<file path="src/rtl/rr_cmerge_arbiter_if.sv">
// Handshake bundle for rr_cmerge_arbiter: N payload inputs merged onto one data channel plus an index channel.
// Latency: n/a (signal container only).
// Backpressure: outs_ready/index_ready flow upstream to ins_ready through the arbiter.
//
// Ports (modport slave = arbiter side):
//   ins, ins_valid, ins_ready       : N_INPUTS requesters, payload i at [i*DATA_WIDTH +: DATA_WIDTH]
//   outs, outs_valid, outs_ready    : merged data channel
//   index, index_valid, index_ready : winner-number channel
interface rr_cmerge_arbiter_if #(
    parameter int N_INPUTS    = 4,
    parameter int DATA_WIDTH  = 32,
    parameter int INDEX_WIDTH = 2
);
    logic [N_INPUTS*DATA_WIDTH-1:0] ins;
    logic [N_INPUTS-1:0]            ins_valid;
    logic [N_INPUTS-1:0]            ins_ready;
    logic [DATA_WIDTH-1:0]          outs;
    logic                           outs_valid;
    logic                           outs_ready;
    logic [INDEX_WIDTH-1:0]         index;
    logic                           index_valid;
    logic                           index_ready;

    // Arbiter side.
    modport slave (
        input  ins, ins_valid, outs_ready, index_ready,
        output ins_ready, outs, outs_valid, index, index_valid
    );

    // Environment side (upstream producers and downstream consumers).
    modport master (
        output ins, ins_valid, outs_ready, index_ready,
        input  ins_ready, outs, outs_valid, index, index_valid
    );
endinterface

</file>
<file path="src/rtl/rr_cmerge_arbiter.sv">
// Round-robin control merge: picks one valid input, eager-forks its payload to outs and its number to index.
// Latency: zero cycles, valid/payload and ins_ready are combinational from inputs and registered state.
// Backpressure: winner is locked until both outputs have accepted; ins_ready pulses only on full consumption.
//
// Ports:
//   clk : clock, rising edge
//   rst : asynchronous active-high reset
//   bus : rr_cmerge_arbiter_if.slave (ins/ins_valid/ins_ready, outs/outs_valid/outs_ready, index/index_valid/index_ready)
module rr_cmerge_arbiter #(
    parameter int N_INPUTS    = 4,
    parameter int DATA_WIDTH  = 32,
    parameter int INDEX_WIDTH = 2
) (
    input  logic                    clk,
    input  logic                    rst,
    rr_cmerge_arbiter_if.slave      bus
);

    localparam int PTR_W = (N_INPUTS > 1) ? $clog2(N_INPUTS) : 1;

    // Registered state
    logic [PTR_W-1:0] r_ptr;         // highest-priority input for the next unlocked pick
    logic             r_locked;      // a winner has partially transferred and must be held
    logic [PTR_W-1:0] r_grant;       // the held winner while locked
    logic             r_done_outs;   // data channel already took the held token
    logic             r_done_index;  // index channel already took the held token

    // Combinational selection
    logic [PTR_W-1:0] w_scan_sel;
    logic             w_scan_hit;
    int               w_idx;
    logic [PTR_W-1:0] w_sel;
    logic             w_any;
    logic             w_ok_outs;
    logic             w_ok_index;
    logic             w_consume;
    logic [PTR_W-1:0] w_ptr_nxt;

    // Cyclic scan starting at r_ptr; first valid input found wins.
    always_comb begin
        w_scan_sel = '0;
        w_scan_hit = 1'b0;
        w_idx      = 0;
        for (int k = 0; k < N_INPUTS; k++) begin
            w_idx = int'(r_ptr) + k;
            if (w_idx >= N_INPUTS) begin
                w_idx = w_idx - N_INPUTS;
            end
            if (!w_scan_hit && bus.ins_valid[w_idx]) begin
                w_scan_hit = 1'b1;
                w_scan_sel = PTR_W'(w_idx);
            end
        end
    end

    // A locked winner is assumed still valid (elastic protocol), so other
    // inputs cannot preempt it.
    assign w_sel = r_locked ? r_grant : w_scan_sel;
    assign w_any = r_locked | w_scan_hit;

    assign bus.outs        = bus.ins[int'(w_sel)*DATA_WIDTH +: DATA_WIDTH];
    assign bus.index       = w_any ? INDEX_WIDTH'(w_sel) : '0;
    // Valids depend only on ins_valid and state: no ready-to-valid path.
    assign bus.outs_valid  = w_any & ~r_done_outs;
    assign bus.index_valid = w_any & ~r_done_index;

    assign w_ok_outs  = r_done_outs  | (bus.outs_valid  & bus.outs_ready);
    assign w_ok_index = r_done_index | (bus.index_valid & bus.index_ready);
    assign w_consume  = w_any & w_ok_outs & w_ok_index;

    // One-hot ready to the winner only in the cycle the token completes.
    always_comb begin
        bus.ins_ready = '0;
        for (int i = 0; i < N_INPUTS; i++) begin
            bus.ins_ready[i] = w_consume && (w_sel == PTR_W'(i));
        end
    end

    // Consumed input drops to lowest priority; explicit wrap handles
    // non-power-of-two N_INPUTS and keeps the pointer at 0 for one input.
    assign w_ptr_nxt = (w_sel == PTR_W'(N_INPUTS - 1)) ? '0 : (w_sel + PTR_W'(1));

    always_ff @(posedge clk or posedge rst) begin
        if (rst) begin
            r_ptr        <= '0;
            r_locked     <= 1'b0;
            r_grant      <= '0;
            r_done_outs  <= 1'b0;
            r_done_index <= 1'b0;
        end else if (w_consume) begin
            r_ptr        <= w_ptr_nxt;
            r_locked     <= 1'b0;
            r_done_outs  <= 1'b0;
            r_done_index <= 1'b0;
        end else if (w_any) begin
            // Partial transfer: hold the winner and remember which side finished.
            r_locked     <= 1'b1;
            r_grant      <= w_sel;
            r_done_outs  <= w_ok_outs;
            r_done_index <= w_ok_index;
        end
    end

endmodule
</file>
<file path="src/flat_wrapper.sv">
// flat-port wrapper written by rule: the top's interface ports become plain ports
module rr_cmerge_arbiter_flat 
#(
    parameter int N_INPUTS    = 4,
    parameter int DATA_WIDTH  = 32,
    parameter int INDEX_WIDTH = 2
)
  (clk, rst, bus_ins, bus_ins_valid, bus_outs_ready, bus_index_ready, bus_ins_ready, bus_outs, bus_outs_valid, bus_index, bus_index_valid);
  rr_cmerge_arbiter_if #(.N_INPUTS(N_INPUTS), .DATA_WIDTH(DATA_WIDTH), .INDEX_WIDTH(INDEX_WIDTH)) bus_i ();
  input  logic clk;
  input  logic rst;
  input wire logic [$bits(bus_i.ins)-1:0] bus_ins;
  input wire logic [$bits(bus_i.ins_valid)-1:0] bus_ins_valid;
  input wire logic [$bits(bus_i.outs_ready)-1:0] bus_outs_ready;
  input wire logic [$bits(bus_i.index_ready)-1:0] bus_index_ready;
  output wire logic [$bits(bus_i.ins_ready)-1:0] bus_ins_ready;
  output wire logic [$bits(bus_i.outs)-1:0] bus_outs;
  output wire logic [$bits(bus_i.outs_valid)-1:0] bus_outs_valid;
  output wire logic [$bits(bus_i.index)-1:0] bus_index;
  output wire logic [$bits(bus_i.index_valid)-1:0] bus_index_valid;
  assign bus_i.ins = bus_ins;
  assign bus_i.ins_valid = bus_ins_valid;
  assign bus_i.outs_ready = bus_outs_ready;
  assign bus_i.index_ready = bus_index_ready;
  assign bus_ins_ready = bus_i.ins_ready;
  assign bus_outs = bus_i.outs;
  assign bus_outs_valid = bus_i.outs_valid;
  assign bus_index = bus_i.index;
  assign bus_index_valid = bus_i.index_valid;
  rr_cmerge_arbiter #(.N_INPUTS(N_INPUTS), .DATA_WIDTH(DATA_WIDTH), .INDEX_WIDTH(INDEX_WIDTH)) u_core (.clk(clk), .rst(rst), .bus(bus_i));
endmodule
</file>
<file path="config.mk">
export PLATFORM = sky130hd
export DESIGN_NAME = rr_cmerge_arbiter_flat
export DESIGN_NICKNAME = d
export VERILOG_FILES = /design/src/rtl/rr_cmerge_arbiter_if.sv /design/src/rtl/rr_cmerge_arbiter.sv /design/src/flat_wrapper.sv
export SDC_FILE = /design/constraint.sdc
export NUM_CORES = 1
export LEC_CHECK = 0
export BUFFER_PORTS_ARGS = -buffer_cell sky130_fd_sc_hd__buf_2
export CAP_MARGIN = 20
export CORE_ASPECT_RATIO = 0.5
export CORE_MARGIN = 2
export CORE_UTILIZATION = 32
export CTS_CLUSTER_DIAMETER = 80
export CTS_CLUSTER_SIZE = 28
export DETAILED_ROUTE_END_ITERATION = 16
export GPL_ROUTABILITY_DRIVEN = 1
export PLACE_DENSITY = 0.79
export SETUP_SLACK_MARGIN = 0.4
export SLEW_MARGIN = 0
export SYNTH_ARGS = -nofsm -noshare
export SYNTH_HDL_FRONTEND = slang
export SYNTH_SLANG_ARGS = --single-unit
</file>
<file path="constraint.sdc">
create_clock -name clk -period 2 [get_ports clk]
set_input_delay 0 -clock clk [delete_from_list [all_inputs] [get_ports clk]]
set_output_delay 0 -clock clk [all_outputs]
set_load 0.005 [all_outputs]
</file>
### Word level (Yosys, flattened, before mapping)

Cells that the tools add are included.
Widths: inputs -> output; s select.

| storage, ports and cells | value |
|---|---|
| flip-flop bits (word level) | 7 |
| bits in latches | 0 |
| RAM bits | 0 |
| bits in read-only memories | 0 |
| input port bits | 136 |
| output and inout port bits | 40 |
| word-level logic and storage cells | 83 |
| memories kept | 0 |

| operators by class | value |
|---|---|
| add/subtract/negate cells | 8 |
| multipliers | 0 |
| div/mod/pow operators | 0 |
| order comparisons | 8 |
| equal/unequal tests | 3 |
| shift-type cells | 1 |
| mux-type cells | 33 |
| bitwise logic cells | 12 |
| reductions and logical operators | 13 |

Operator list:

| cell | count |
|---|---|
| $lt 32x4->1 const B | 4 |
| $mux 32 | 4 |
| $shiftx 128x8->32 | 1 |
| $ge 32x4->1 const B | 3 |
| $sub 32x4->32 const B | 3 |
| $mux 1 | 18 |
| $mux 2 | 7 |
| $bmux 1 s2 | 4 |
| $logic_and 1x1->1 | 7 |
| $add 2x2->3 const B | 2 |
| $and 1x1->1 | 6 |
| $eq 2x2->1 const B | 2 |
| $sub 2x3->4 const B | 1 |
| $add 2x1->3 const B | 1 |
| $ge 2x3->1 const B | 1 |
| $logic_not 1->1 | 3 |
| $not 1->1 | 3 |
| $or 1x1->1 | 3 |
| $add 2x1->2 const B | 1 |
| $eq 2x1->1 const B | 1 |
| $logic_not 2->1 | 1 |
| $reduce_and 2->1 | 1 |
| $reduce_bool 2->1 | 1 |

### Depth between registers and ports, before layout

Gate-level depths: netlist of run 1.

| depth | value |
|---|---|
| depth after elaboration | 23 |
| gate-level depth with buffers | 9 |
| depth with buffers taken out | 7 |

### Worst setup path before layout of run 1

OpenSTA, ideal clock, no wires.

| timing path | value |
|---|---|
| path type | register -> register |
| start | reg u_core.r_locked |
| end | reg u_core.r_ptr[1] |
| library setup time | 125 ps |
| data arrival time | 1965 ps |
| required time | 1875 ps |
| slack | -89 ps |
| cell stages (with the launch flop) | 9 |
| buffers on the path | 3 |
| period minus slack after synthesis | 2089 ps |
| cells stage by stage | dfrtp_1 -> clkbuf_1 -> nor3_1 -> o21ai_0 -> o311a_1 -> buf_2 -> buf_2 -> ha_1 -> mux2_2 |

| between the ends | value |
|---|---|
| elaborated cells on any way between the ends | 13 |
| those cells by class | add/sub: 1; eq/ne: 1; mux: 2; bitwise: 9 |

RTL lines:

| item | RTL line | RTL |
|---|---|---|
| start: declaration | rr_cmerge_arbiter.sv:23 | `logic r_locked;` |
| start signal: assignment | rr_cmerge_arbiter.sv:86 | `r_locked <= 1'b0;` |
| start signal: assignment | rr_cmerge_arbiter.sv:92 | `r_locked <= 1'b0;` |
| start signal: assignment | rr_cmerge_arbiter.sv:97 | `r_locked <= 1'b1;` |
| $mux 2 (*) | rr_cmerge_arbiter.sv:58 | `assign w_sel = r_locked ? r_grant : w_scan_sel;` |
| net u_core.w_sel[1] | rr_cmerge_arbiter.sv:32 | `logic [PTR_W-1:0] w_sel;` |
| $add 2x1->2 / $eq 2x2->1 (equally long branches) | rr_cmerge_arbiter.sv:81 | `assign w_ptr_nxt = (w_sel == PTR_W'(N_INPUTS - 1)) ? '0 : (w_sel + PTR_W'(1));` |
| $mux 2 (*) | rr_cmerge_arbiter.sv:81 |  |
| net u_core.w_ptr_nxt[1] | rr_cmerge_arbiter.sv:37 | `logic [PTR_W-1:0] w_ptr_nxt;` |
| end signal: assignment | rr_cmerge_arbiter.sv:91 | `r_ptr <= w_ptr_nxt;` |
| end: declaration | rr_cmerge_arbiter.sv:22 | `logic [PTR_W-1:0] r_ptr;` |

Mark *: on every way through the listed nets, which the timed path passes. The rest lies on a longest branch.
A chain may end at the register's enable or synchronous reset.

### Worst setup path after layout of run 1

| timing path | value |
|---|---|
| start | reg u_core.r_ptr[1] |
| end | out bus_outs[27] |

| between the ends | value |
|---|---|
| cells in the longest elaborated chain, start to end | 17 |
| elaborated cells on any way between the ends | 42 |
| those cells by class | add/sub: 7; order compare: 4; shift: 1; mux: 24; reduce/logical: 6 |

RTL lines:

| item | RTL line | RTL |
|---|---|---|
| parallel branches: the longest is 14 deep, another holds $sub 32x4->32 | - |  |
| $mux 2 (*) | rr_cmerge_arbiter.sv:49 | `if (!w_scan_hit && bus.ins_valid[w_idx]) begin` |
| $mux 2 (*) | rr_cmerge_arbiter.sv:58 |  |
| $shiftx 128x8->32 (*) | rr_cmerge_arbiter.sv:61 | `assign bus.outs = bus.ins[int'(w_sel)*DATA_WIDTH +: DATA_WIDTH];` |
| end: declaration | flat_wrapper.sv:17 | `output wire logic [$bits(bus_i.outs)-1:0] bus_outs;` |

Every way passes the cells marked *. The select of a mux whose other input is x is not followed.

==> results_tabular.tex, run 1 <==
\begin{tabular}{lr}
\hline
Metric & Value \\
\hline
\multicolumn{2}{l}{\textbf{Cells and area}} \\
\quad Share of final-layout standard cells stronger than drive strength 1 & 0.614 \\
\quad Most common library cell in the layout ignoring fill and taps & buf\_2 \\
\quad Final-stage net count & 501 \\
\quad Commonest cells after routing, fill and taps aside & buf\_2, mux2i\_1, buf\_4 \\
\quad Number of diodes & 0 \\
\quad Layout Utilization & 0.602 \\
\quad Layout area overhead & 82.2\% \\
\multicolumn{2}{l}{\textbf{Global routing}} \\
\quad Initial antenna violation count & 0 \\
\quad Wire length of the first global-routing pass & between 7000 and 8000 um \\
\quad Residual overflow from global routing & 0 \\
\quad Pin count of the biggest net entering global routing & 19 \\
\quad Via count of the first global-routing pass & 1721 \\
\quad Gr usage total & 0.170 \\
\multicolumn{2}{l}{\textbf{Pwr}} \\
\quad Power Density & roughly 1000 nW/um\^{}2 \\
\quad Static leakage power & 1.70 nW \\
\quad Total Power & roughly 3 mW \\
\quad Max rail drop VDD & 434 uV \\
\multicolumn{2}{l}{\textbf{Timing}} \\
\quad Setup repair after global routing missed its margin & true \\
\quad Final critical-path share of the clock period & 1.03 \\
\quad Worst hold slack after final layout & 0.0634 ns \\
\quad Transition time of the tightest slew-check pin & 0.454 ns \\
\quad Worst relative slew slack & 0.695 \\
\quad Count of final setup violators & 31 \\
\quad Maximum clock frequency & 484 MHz \\
\quad Clock period minus final worst setup slack & just over 2 ns \\
\quad Final Hold Violating Endpoints & 0 \\
\quad Max Slew Vio Count & 0 \\
\quad Setup skew after layout & approximately 0.0024 ns \\
\quad Final worst setup slack & -0.0662 ns \\
\multicolumn{2}{l}{\textbf{Synth}} \\
\quad Fraction of post-synthesis cell area in the top cell type by area & 0.601 \\
\quad Yosys top cell by area & mux2i\_1 \\
\quad Cells taking the most area after synthesis & mux2i\_1, dfrtp\_1, ha\_1, buf\_8, mux2\_2 \\
\quad Number of enable-type register cells in the synthesized netlist & 0 \\
\quad Adder and majority gate portion of the synthesized area & 0.0310 \\
\quad XOR/XNOR share of the synthesized area & 0 \\
\quad Net count of the mapped netlist & 310 \\
\quad Total of flip-flops plus latches after synthesis & 7 \\
\quad Simple-gate portion of the synthesized area & 0.0937 \\
\quad Async set or reset register ratio after synthesis & 1.00 \\
\quad Cell area after synthesis & 1620 um\^{}2 \\
\quad Combinational family with the most area after synthesis & multiplexers \\
\quad Mean cell area of the mapped netlist & 9.50 um\^{}2 \\
\quad Sequential-to-total area share from yosys stat & 0.108 \\
\quad Proportion of synthesized area in mux cells & 0.622 \\
\quad Commonest register cell after synthesis & dfrtp\_1 \\
\quad Post-synthesis cell count & 170 \\
\quad Warnings from Yosys & 0 \\
\quad Count of unique library cells instantiated by Yosys & 28 \\
\quad Complex-gate fraction of the synthesized area & 0.0720 \\
\multicolumn{2}{l}{\textbf{Routing}} \\
\quad Total number of vias & 2004 \\
\quad Final ANT Viol Nets & 0 \\
\quad Wirelength per Cell & 13.3 um \\
\quad First-pass detailed-route iteration total & 4 \\
\quad Detailed Route WL & around 5700 um \\
\quad Vias per cell & 4.66 \\
\quad Remaining DRCs & 0 \\
\quad 1st-iter DRT viols & 22 \\
\multicolumn{2}{l}{\textbf{Critical path}} \\
\quad Data arrival at the endpoint of the critical path & about 2.1 ns \\
\quad Kind of end point of the critical path & output port \\
\quad Critical path buffers and inverters & 3 \\
\quad Largest fanout on the critical path & 15 \\
\quad Path type of the worst setup path & reg2out \\
\quad Slowest library cell on the worst path & dfrtp\_2 \\
\quad Required time of the worst setup path & $\sim$2.0 ns \\
\quad Worst path top cell family by delay & buffers and inverters \\
\quad Cells traversed along the worst timing path & nand2\_2 > a31oi\_4 > o41ai\_4 > buf\_6 > buf\_12 > mux2i\_2 > mux2i\_1 > buf\_2 \\
\quad Startpoint types & flip-flop \\
\quad Highest cell delay on the worst timing path & 0.44 ns \\
\multicolumn{2}{l}{\textbf{Clock tree}} \\
\quad Max H-tree Level & 1 \\
\quad Clock tree root driver cell & clkbuf\_8 \\
\quad Latest clock arrival within the worst-skew pair & 0.22 ns \\
\quad CTS tree & done \\
\quad TritonCTS Buffers & 3 \\
\quad Clock tree sinks & 7 \\
\quad Maximum count of clock buffers along a single path & 2 \\
\quad Clock-pin slew on the worst setup and hold paths & 0.04 ns \\
\multicolumn{2}{l}{\textbf{Job}} \\
\quad Number of violations of the max-capacitance limit & 0 \\
\multicolumn{2}{l}{\textbf{Floorplanning}} \\
\quad Die extent in y & 54.2 um \\
\quad Core box area & between 4000 and 5000 um\^{}2 \\
\quad Row count & 18 \\
\quad Initial Util & 0.331 \\
\quad Number of primary I/O pins & about 180 \\
\quad DIE AREA & 5670 um\^{}2 \\
\quad Die Wd & 104 um \\
\multicolumn{2}{l}{\textbf{Placed design}} \\
\quad Final weighted congestion in routability-driven placement & 0.749 \\
\quad Detailed-placement wirelength estimate & 4480 um \\
\quad PortBufs & 175 \\
\quad Pre-CTS WS & -0.00203 ns \\
\multicolumn{2}{l}{\textbf{Worst hold path}} \\
\quad Classification of the worst-slack hold path & in2reg \\
\multicolumn{2}{l}{\textbf{Outcome}} \\
\quad Run status & complete, but fails checks \\
\quad Failing checks & setup timing \\
\hline
\end{tabular}
-- what timing repair did --
| action | in CTS | in global routing |
|---|---|---|
| hold endpoints to repair | 7 | 0 |
| gates resized for setup | 18 | 8 |
| setup buffers | 7 | 4 |
| hold buffers | 1 | 0 |
| pin swaps | 2 | 3 |
| setup endpoints to repair | 39 | 40 |
| cloned | 2 | 1 |
-- cell type report --
type | count | area, um^2
clock buffer | 4 | 45.0
fill | 415 | 1940
inverter | 4 | 20.0
multi-input combinational | 147 | 1410
sequential | 7 | 176
tap | 70 | 87.6
timing repair buffer | 198 | 1200
-- stage by stage --
step / setup TNS [ns] / area, um^2 / std cells
floorplan: 0 / 1660 / 170
global route: -3.74 / 2940 / 430
finish: -0.688 / 2940 / 430
detailed placement: -0.00203 / 2610 / 411
CTS: -0.529 / 2850 / 425
global placement: 0 / 2610 / 411
-- sequential cells by signal (all words and copies together) (netlist names) --
name / flops
u_core.r_ptr: 2
u_core.r_done_index: 1
u_core.r_grant: 2
u_core.r_locked: 1
u_core.r_done_outs: 1
-- per-layer routing --
layer	GRT usage	up-vias	share of wire
met1	0.212	935	0.43
met4	0.0473	0	0.0033
met5	0	-	0
met3	0.00238	2	0.033
met2	0.338	48	0.53
li1	-	1019	-
-- final timing paths --
path	cells after the start	slack, ns	start	endpoint
min in group asynchronous	3	0.26	rst	u_core.r_ptr[0]
worst min register to register	2	0.54	u_core.r_done_outs	u_core.r_done_outs
worst max-delay path	8	-0.07	u_core.r_ptr[1]	bus_outs[27]
max in group asynchronous	3	1.51	rst	u_core.r_ptr[1]
worst max register to register	7	0	u_core.r_ptr[1]	u_core.r_ptr[1]
worst min-delay path	3	0.06	bus_outs_ready	u_core.r_done_outs
-- cells by family (layout without fill, tap and decap cells) --
logic type,count (synthesis),count (layout)
DFF,7,7
muxes,100,100
and+or+nand+nor,29,29
buffers and inverters,16,206
AOI/OAI and AO/OA,14,14
adders and majority gates,4,4
-- worst min-delay path: cells and delay by family --
kind / cells / cell delay, ns
buf+inv: 1 / 0.08
compound gates: 2 / 0.15
-- report_power, final --
group	leakage (nW)	internal (mW)	switching, mW
clock	0.0228	0.138	0.0576
sequential	0.0825	0.190	0.0434
combinational	1.59	1.50	1.12
total	1.70	1.82	1.22
-- synth_stat cells, drive strengths merged, types with 3 or more instances --
library cell  number
a21oi              6
and2               3
and3               4
buf                9
clkbuf             3
dfrtp              7
ha                 4
inv                4
mux2               3
mux2i             97
nand2              4
nand2b             4
nor2               7
nor3               3
No activity file was read; power rests on OpenSTA's default activity.
==> run 2: changes to the inputs <==
Settings changed: ABC_AREA from default to 1, CORE_UTILIZATION 32 to 38, RECOVER_POWER from default to 25.
==> run 2 against run 1 <==
Net effect: the run still ends with setup timing left; clock-buffer cell count stayed put; sequential share of layout area down 1.7 points; synthesized cell count rose to 3.0 times the previous value; clock skew is essentially flat; fmax shrank 8.4%; critical path type unchanged; largest cell class unchanged.
==> results_tabular.tex, run 2 <==
\begin{tabular}{lr}
\hline
Metric & Value \\
\hline
\multicolumn{2}{l}{\textbf{Job}} \\
\quad Number of violations of the max-capacitance limit & 0 \\
\multicolumn{2}{l}{\textbf{Pwr}} \\
\quad Max rail drop VDD & 1110 uV \\
\quad Cell internal pwr & 4.13 mW \\
\quad Power Density & 2000 nW/um\^{}2 \\
\quad Total Power & between 8 and 9 mW \\
\quad Part of the power in the clock network & 0.041 \\
\quad Psw & 4.20 mW \\
\quad Share of total power in combinational logic & 0.925 \\
\quad Switch share & 0.504 \\
\quad Static leakage power & 2.81 nW \\
\quad Sequential Power Share & 0.035 \\
\multicolumn{2}{l}{\textbf{Global routing}} \\
\quad Via count of the first global-routing pass & 3150 \\
\quad Wire length of the first global-routing pass & 13000 um \\
\quad Residual overflow from global routing & 0 \\
\quad Gr usage total & 0.219 \\
\quad Pin count of the biggest net entering global routing & 66 \\
\quad Initial antenna violation count & 0 \\
\multicolumn{2}{l}{\textbf{Cells and area}} \\
\quad Most common library cell in the layout ignoring fill and taps & buf\_2 \\
\quad Cell area after layout & approximately 4200 um\^{}2 \\
\quad Share of final-layout standard cells stronger than drive strength 1 & 0.414 \\
\quad Layout Utilization & 0.682 \\
\quad Post-layout instance count excluding filler cells & 793 \\
\quad Number of diodes & 0 \\
\quad Final-stage net count & 846 \\
\quad Commonest cells after routing, fill and taps aside & buf\_2, inv\_1, nand3\_1 \\
\quad Layout area overhead & 72.4\% \\
\quad Filler cell count in the final layout & roughly 560 \\
\quad Registers with the most flip-flops & u\_core.r\_grant (2), u\_core.r\_ptr (2) \\
\multicolumn{2}{l}{\textbf{Critical path}} \\
\quad Largest fanout on the critical path & 6 \\
\quad Cells traversed along the worst timing path & buf\_6 > nand2\_1 > nand2\_4 > nor2\_2 > nor2\_4 > nand3\_1 > nand2\_2 > o21ai\_4 > buf\_6 > buf\_12 > ha\_4 > inv\_2 > nor2\_1 > buf\_2 \\
\quad Reg-to-Reg Start & u\_core.r\_ptr[0] \\
\quad Data arrival at the endpoint of the critical path & 2.25 ns \\
\quad Required time of the worst setup path & 2.00 ns \\
\quad Worst path top cell family by delay & simple AND/OR/NAND/NOR gates \\
\quad Kind of end point of the critical path & output port \\
\quad FF-to-FF path depth & 15 \\
\quad Highest cell delay on the worst timing path & 0.47 ns \\
\quad Cell with the most instances on the worst path & buf\_6 \\
\quad Slowest library cell on the worst path & dfrtp\_2 \\
\quad Startpoint types & flip-flop \\
\quad Path type of the worst setup path & reg2out \\
\quad RR Endpoint & u\_core.r\_ptr[0] \\
\quad Register-to-register setup slack & -0.14 ns \\
\quad Critical path buffers and inverters & 5 \\
\multicolumn{2}{l}{\textbf{Timing}} \\
\quad Worst hold slack after final layout & 0.108 ns \\
\quad Final Hold Violating Endpoints & 0 \\
\quad Maximum clock frequency & 443 MHz \\
\quad Setup repair after global routing missed its margin & true \\
\quad Clock period minus final worst setup slack & about 2.3 ns \\
\quad Setup skew after layout & 0.00293 ns \\
\quad Transition time of the tightest slew-check pin & 0.283 ns \\
\quad Max Slew Vio Count & 0 \\
\quad Count of final setup violators & 39 \\
\quad Final worst setup slack & -0.255 ns \\
\quad Final critical-path share of the clock period & 1.13 \\
\quad Worst relative slew slack & 0.811 \\
\quad Post-Route Setup TNS & -8.35 ns \\
\multicolumn{2}{l}{\textbf{Synth}} \\
\quad Post-synthesis cell count & 506 \\
\quad Most frequently used cell type in the post-synthesis netlist & inv\_1 \\
\quad Cell area after synthesis & 2420 um\^{}2 \\
\quad Total of flip-flops plus latches after synthesis & 7 \\
\quad Yosys top cell by area & nand3\_1 \\
\quad Async set or reset register ratio after synthesis & 1.00 \\
\quad Commonest register cell after synthesis & dfrtp\_1 \\
\quad Top cell types by occurrence after synthesis & inv\_1, nand2\_1, nand3\_1, buf\_4 \\
\quad Sequential-to-total area share from yosys stat & 0.0725 \\
\quad Mean cell area of the mapped netlist & 4.78 um\^{}2 \\
\quad Fraction of post-synthesis cell area in the top cell type by area & 0.282 \\
\quad Net count of the mapped netlist & between 600 and 700 \\
\quad Count of unique library cells instantiated by Yosys & 22 \\
\quad Warnings from Yosys & 0 \\
\quad Number of enable-type register cells in the synthesized netlist & 0 \\
\quad Cells taking the most area after synthesis & nand3\_1, inv\_1, nand2\_1, dfrtp\_1, buf\_4 \\
\multicolumn{2}{l}{\textbf{Routing}} \\
\quad Detailed Route WL & between 9000 and 10000 um \\
\quad Vias per cell & 4.64 \\
\quad Remaining DRCs & 0 \\
\quad 1st-iter DRT viols & 230 \\
\quad First-pass detailed-route iteration total & 6 \\
\quad Wirelength per Cell & 11.7 um \\
\quad Final ANT Viol Nets & 0 \\
\quad Total number of vias & between 3000 and 4000 \\
\multicolumn{2}{l}{\textbf{Clock tree}} \\
\quad Latest clock arrival within the worst-skew pair & $\sim$0.23 ns \\
\quad Maximum count of clock buffers along a single path & 2 \\
\quad Clock tree sinks & 7 \\
\quad CTS tree & done \\
\quad Max H-tree Level & 1 \\
\quad Clock-pin slew on the worst setup and hold paths & about 0.040 ns \\
\quad TritonCTS Buffers & 3 \\
\quad Clock tree root driver cell & clkbuf\_16 \\
\multicolumn{2}{l}{\textbf{Floorplanning}} \\
\quad Initial Util & 0.396 \\
\quad Die extent in y & slightly above 60 um \\
\quad DIE AREA & 7050 um\^{}2 \\
\quad Core box area & roughly 6100 um\^{}2 \\
\quad Number of primary I/O pins & 176 \\
\quad Die Wd & 117 um \\
\quad Row count & 20 \\
\multicolumn{2}{l}{\textbf{Worst hold path}} \\
\quad Min-delay src & bus\_index\_ready \\
\quad Endpoint of the worst hold path & u\_core.r\_done\_outs \\
\quad Worst hold path cell count & 4 \\
\quad Classification of the worst-slack hold path & in2reg \\
\multicolumn{2}{l}{\textbf{Placed design}} \\
\quad Cell Count Post-Placement & 765 \\
\quad Detailed-placement wirelength estimate & 6150 um \\
\quad Pre-CTS WS & -0.105 ns \\
\quad Final weighted congestion in routability-driven placement & 0.873 \\
\quad PortBufs & around 180 \\
\quad Instance area at placement & 3520 um\^{}2 \\
\multicolumn{2}{l}{\textbf{Outcome}} \\
\quad Failing checks & setup timing \\
\quad Run status & complete, but fails checks \\
\hline
\end{tabular}
[run 2: cell types whose count changed after synthesis, sizes merged, moves of 6 or more]
cell | before | now
inv | 4 | 156
mux2i | 97 | 0
buf | 9 | 20
o21ai | 2 | 8
a21oi | 6 | 0
nand2 | 4 | 154
nand3 | 0 | 136
[run 2: tightest hold or removal path, cell delays in order]
cell	delay, ns
buf_2	0.08
nand2_2	0.05
nand2_2	0.08
o21ai_0	0.08
[run 2: cells by family after synthesis]
kind of cell,Yosys count,share of synthesized area
simple gates,304,0.567
flops,7,0.0725
fa+ha+maj,4,0.0207
compound gates,8,0.0228
buf+inv,183,0.317
[run 2: cell type report]
class                   instances  area [um^2]  share of cell area
clock buffers                   4         78.8              0.0189
well taps                      88          110              0.0264
multi-input cells             317         1700               0.408
repair buffers                221         1510               0.362
flip-flops and latches          7          178              0.0426
inverters                     156          591               0.142
[run 2: power groups by stage]
stage	combinational, mW	clock [mW]	sequential [mW]
finish	7.70	0.340	0.287
global placement	5.87	0	0.269
global route	8.38	0.358	0.296
floorplan	3.89	0	0.243
detailed placement	5.93	0	0.268
CTS	6.60	0.342	0.281
[run 2: repair_timing]
item | 4_1_cts | 5_1_grt
pin swaps | 13 | 14
gates resized for setup | 42 | 36
setup endpoints to repair | 47 | 47
cloned | 1 | 8
setup buffers | 10 | 4
endpoints found under the hold margin | 7 | 0
hold buffers | 1 | 0
[run 2: worst max path at each step]
| stage | from | end | slack [ns] | depth (start not counted) |
|---|---|---|---|---|
| 2_1_floorplan | u_core.r_ptr[0] | u_core.r_ptr[1] | 0.08 | 14 |
| 5_1_grt | u_core.r_ptr[0] | bus_outs[13] | -0.39 | 14 |
| 6_report | u_core.r_ptr[0] | bus_ins_ready[3] | -0.25 | 14 |
| 3_3_place_gp | u_core.r_ptr[0] | bus_outs[2] | -0.02 | 13 |
| 3_5_place_dp | u_core.r_ptr[0] | bus_outs[2] | -0.11 | 14 |
| 4_1_cts | u_core.r_ptr[0] | bus_outs[15] | -0.17 | 16 |
[run 2: layer usage]
layer,GRT usage,part of all wire,vias up
met2,0.432,0.50,138
met5,0,0,-
met4,0.0487,0.013,0
li1,-,-,1895
met3,0.00999,0.062,14
met1,0.269,0.43,1629
==> run 3: changes to the inputs <==
Settings changed: TNS_END_PERCENT from default to 100.
Clock period 2 ns to 1.9 ns, I/O delays scaled along.
==> run 3 against run 2 <==
Net effect: the run still ends with setup timing left; core utilization up 1.9 points; total power up 10%; clock-buffer cell count unchanged; clock skew down 0.0016 ns; final area up 2.7%; register-to-register slack worse by 0.20 ns; critical endpoint is now bus_outs[1]; largest cell class unchanged.
==> results_tabular.tex, run 3 (synthesized netlist as in run 2, its figures left out) <==
\begin{tabular}{lr}
\hline
Metric & Value \\
\hline
\multicolumn{2}{l}{\textbf{Outcome}} \\
\quad Run status & complete, but fails checks \\
\quad Failing checks & setup timing \\
\multicolumn{2}{l}{\textbf{Critical path}} \\
\quad Cells traversed along the worst timing path & buf\_6 > nand2\_4 > nand2\_4 > nand2\_2 > nand2\_2 > nor2\_4 > nand2\_1 > nor2\_1 > nor2\_2 > o21ai\_4 > buf\_6 > clkbuf\_16 > nand3\_1 > nand2\_1 > buf\_2 \\
\quad Startpoint types & flip-flop \\
\quad Path type of the worst setup path & reg2out \\
\quad Kind of end point of the critical path & output port \\
\quad RR Endpoint & u\_core.r\_ptr[1] \\
\quad Reg-to-Reg Start & u\_core.r\_ptr[0] \\
\quad Largest fanout on the critical path & 6 \\
\quad Worst setup path start & u\_core.r\_ptr[0] \\
\quad FF-to-FF path depth & 14 \\
\quad Highest cell delay on the worst timing path & 0.45 ns \\
\quad Register-to-register setup slack & -0.34 ns \\
\quad Required time of the worst setup path & between 1.5 and 2 ns \\
\quad Data arrival at the endpoint of the critical path & 2.45 ns \\
\quad Capturing instance or port of the critical path & bus\_outs[1] \\
\quad Slowest library cell on the worst path & dfrtp\_2 \\
\multicolumn{2}{l}{\textbf{Timing}} \\
\quad Final Hold Violating Endpoints & 0 \\
\quad Final worst setup slack & -0.550 ns \\
\quad Setup repair after global routing missed its margin & true \\
\quad Maximum clock frequency & 408 MHz \\
\quad Count of final setup violators & 42 \\
\quad Clock period minus final worst setup slack & 2.45 ns \\
\quad Setup skew after layout & 0.00132 ns \\
\quad Max Slew Vio Count & 0 \\
\quad Worst relative slew slack & 0.754 \\
\quad Final critical-path share of the clock period & 1.29 \\
\quad Transition time of the tightest slew-check pin & 0.367 ns \\
\multicolumn{2}{l}{\textbf{Global routing}} \\
\quad Wire length of the first global-routing pass & 12900 um \\
\quad Residual overflow from global routing & 0 \\
\quad Pin count of the biggest net entering global routing & 28 \\
\quad Initial antenna violation count & 0 \\
\quad Gr usage total & 0.221 \\
\quad Via count of the first global-routing pass & 3113 \\
\multicolumn{2}{l}{\textbf{Floorplanning}} \\
\quad Die extent in y & 60.4 um \\
\quad Core box area & 6110 um\^{}2 \\
\quad Number of primary I/O pins & 176 \\
\quad Row count & 20 \\
\quad DIE AREA & just over 7000 um\^{}2 \\
\quad Initial Util & 0.396 \\
\quad Die Wd & about 120 um \\
\multicolumn{2}{l}{\textbf{Placed design}} \\
\quad PortBufs & approximately 180 \\
\quad Instance area at placement & 3640 um\^{}2 \\
\quad Detailed-placement wirelength estimate & 6400 um \\
\quad Pre-CTS WS & -0.0788 ns \\
\quad Final weighted congestion in routability-driven placement & 0.900 \\
\quad Cell Count Post-Placement & 779 \\
\multicolumn{2}{l}{\textbf{Clock tree}} \\
\quad Clock tree sinks & 7 \\
\quad TritonCTS Buffers & 3 \\
\quad Max H-tree Level & 1 \\
\quad CTS tree & done \\
\quad Clock-pin slew on the worst setup and hold paths & about 0.040 ns \\
\quad Maximum count of clock buffers along a single path & 2 \\
\quad Latest clock arrival within the worst-skew pair & 0.23 ns \\
\quad Clock tree root driver cell & clkbuf\_16 \\
\multicolumn{2}{l}{\textbf{Cells and area}} \\
\quad Combined area of the multi-input logic cells & 1780 um\^{}2 \\
\quad Registers with the most flip-flops & u\_core.r\_grant (2), u\_core.r\_ptr (2) \\
\quad Reg area & between 150 and 200 um\^{}2 \\
\quad Filler cell count in the final layout & about 540 \\
\quad Layout area overhead & 77.1\% \\
\quad Commonest cells after routing, fill and taps aside & buf\_2, inv\_1, nand2\_1 \\
\quad Post-layout instance count excluding filler cells & around 800 \\
\quad Share of final-layout standard cells stronger than drive strength 1 & 0.439 \\
\quad Number of diodes & 0 \\
\quad Final-stage net count & 852 \\
\quad Cell area after layout & around 4300 um\^{}2 \\
\quad Most common library cell in the layout ignoring fill and taps & buf\_2 \\
\multicolumn{2}{l}{\textbf{Pwr}} \\
\quad Power Density & approximately 2100 nW/um\^{}2 \\
\quad Static leakage power & 2.88 nW \\
\quad Max rail drop VDD & 1050 uV \\
\multicolumn{2}{l}{\textbf{Worst hold path}} \\
\quad Classification of the worst-slack hold path & in2reg \\
\multicolumn{2}{l}{\textbf{Routing}} \\
\quad 1st-iter DRT viols & 209 \\
\quad Remaining DRCs & 0 \\
\quad Detailed Route WL & 9960 um \\
\quad First-pass detailed-route iteration total & 5 \\
\quad Wirelength per Cell & 12.5 um \\
\quad Final ANT Viol Nets & 0 \\
\quad Vias per cell & $\sim$4.8 \\
\quad Total number of vias & between 3000 and 4000 \\
\multicolumn{2}{l}{\textbf{Job}} \\
\quad Number of violations of the max-capacitance limit & 0 \\
\hline
\end{tabular}
## run 3: stage by stage
step            util  hold slack (ns)  setup TNS, ns  power, mW
3_5_place_dp   0.596          -0.0491          -2.36       6.84
2_1_floorplan      -           -0.197        -0.0166       4.35
5_1_grt        0.701            0.213         -23.96       9.93
4_1_cts        0.636            0.202         -11.02       7.86
3_3_place_gp   0.596          -0.0560          -1.09       6.77
6_report       0.701            0.179         -19.23       9.18
## run 3: final cells by class
cell class	count	area share
clock buffer	4	0.0184
inverter	156	0.137
multi-input combinational	316	0.417
sequential	7	0.0412
tap	88	0.0257
timing repair buffer	228	0.360
## run 3: power by group
group	leakage (nW)	switching, mW	total [mW]	internal, mW
clock network	0.0382	0.0791	0.358	0.279
registers	0.0859	0.0682	0.289	0.220
logic	2.76	4.48	8.53	4.06
## run 3: worst min path at each step
stage / from / endpoint / slack [ns] / cells past startpoint
6_report: bus_index_ready / u_core.r_done_outs / 0.18 / 5
5_1_grt: bus_index_ready / u_core.r_done_outs / 0.21 / 5
4_1_cts: bus_index_ready / u_core.r_done_outs / 0.20 / 5
3_5_place_dp: rst / u_core.r_done_index / -0.05 / 2
3_3_place_gp: rst / u_core.r_done_index / -0.06 / 2
2_1_floorplan: rst / u_core.r_done_index / -0.20 / 1
## run 3: per-layer routing
metal  GRT usage  routed length [um]  vias to the layer above
met5           0                   0                        -
met4      0.0504                 215                        0
met3      0.0280                 572                       29
met2       0.424                5020                      161
met1       0.270                4150                     1710
li1            -                   -                     1897
## run 3: critical path, delay by kind of cell (launching register included)
| family | cells | cell delay [ns] |
|---|---|---|
| compound gates | 1 | 0.22 |
| buf+inv | 4 | 0.60 |
| flops | 1 | 0.45 |
| simple gates | 10 | 0.94 |
## run 3: timing repair
action,4_1_cts,5_1_grt
pin swaps,6,36
resized for setup,13,74
hold endpoints to repair,7,0
cloned,2,3
buffers inserted,5,5
setup endpoints to repair,47,47
hold buffers,1,0
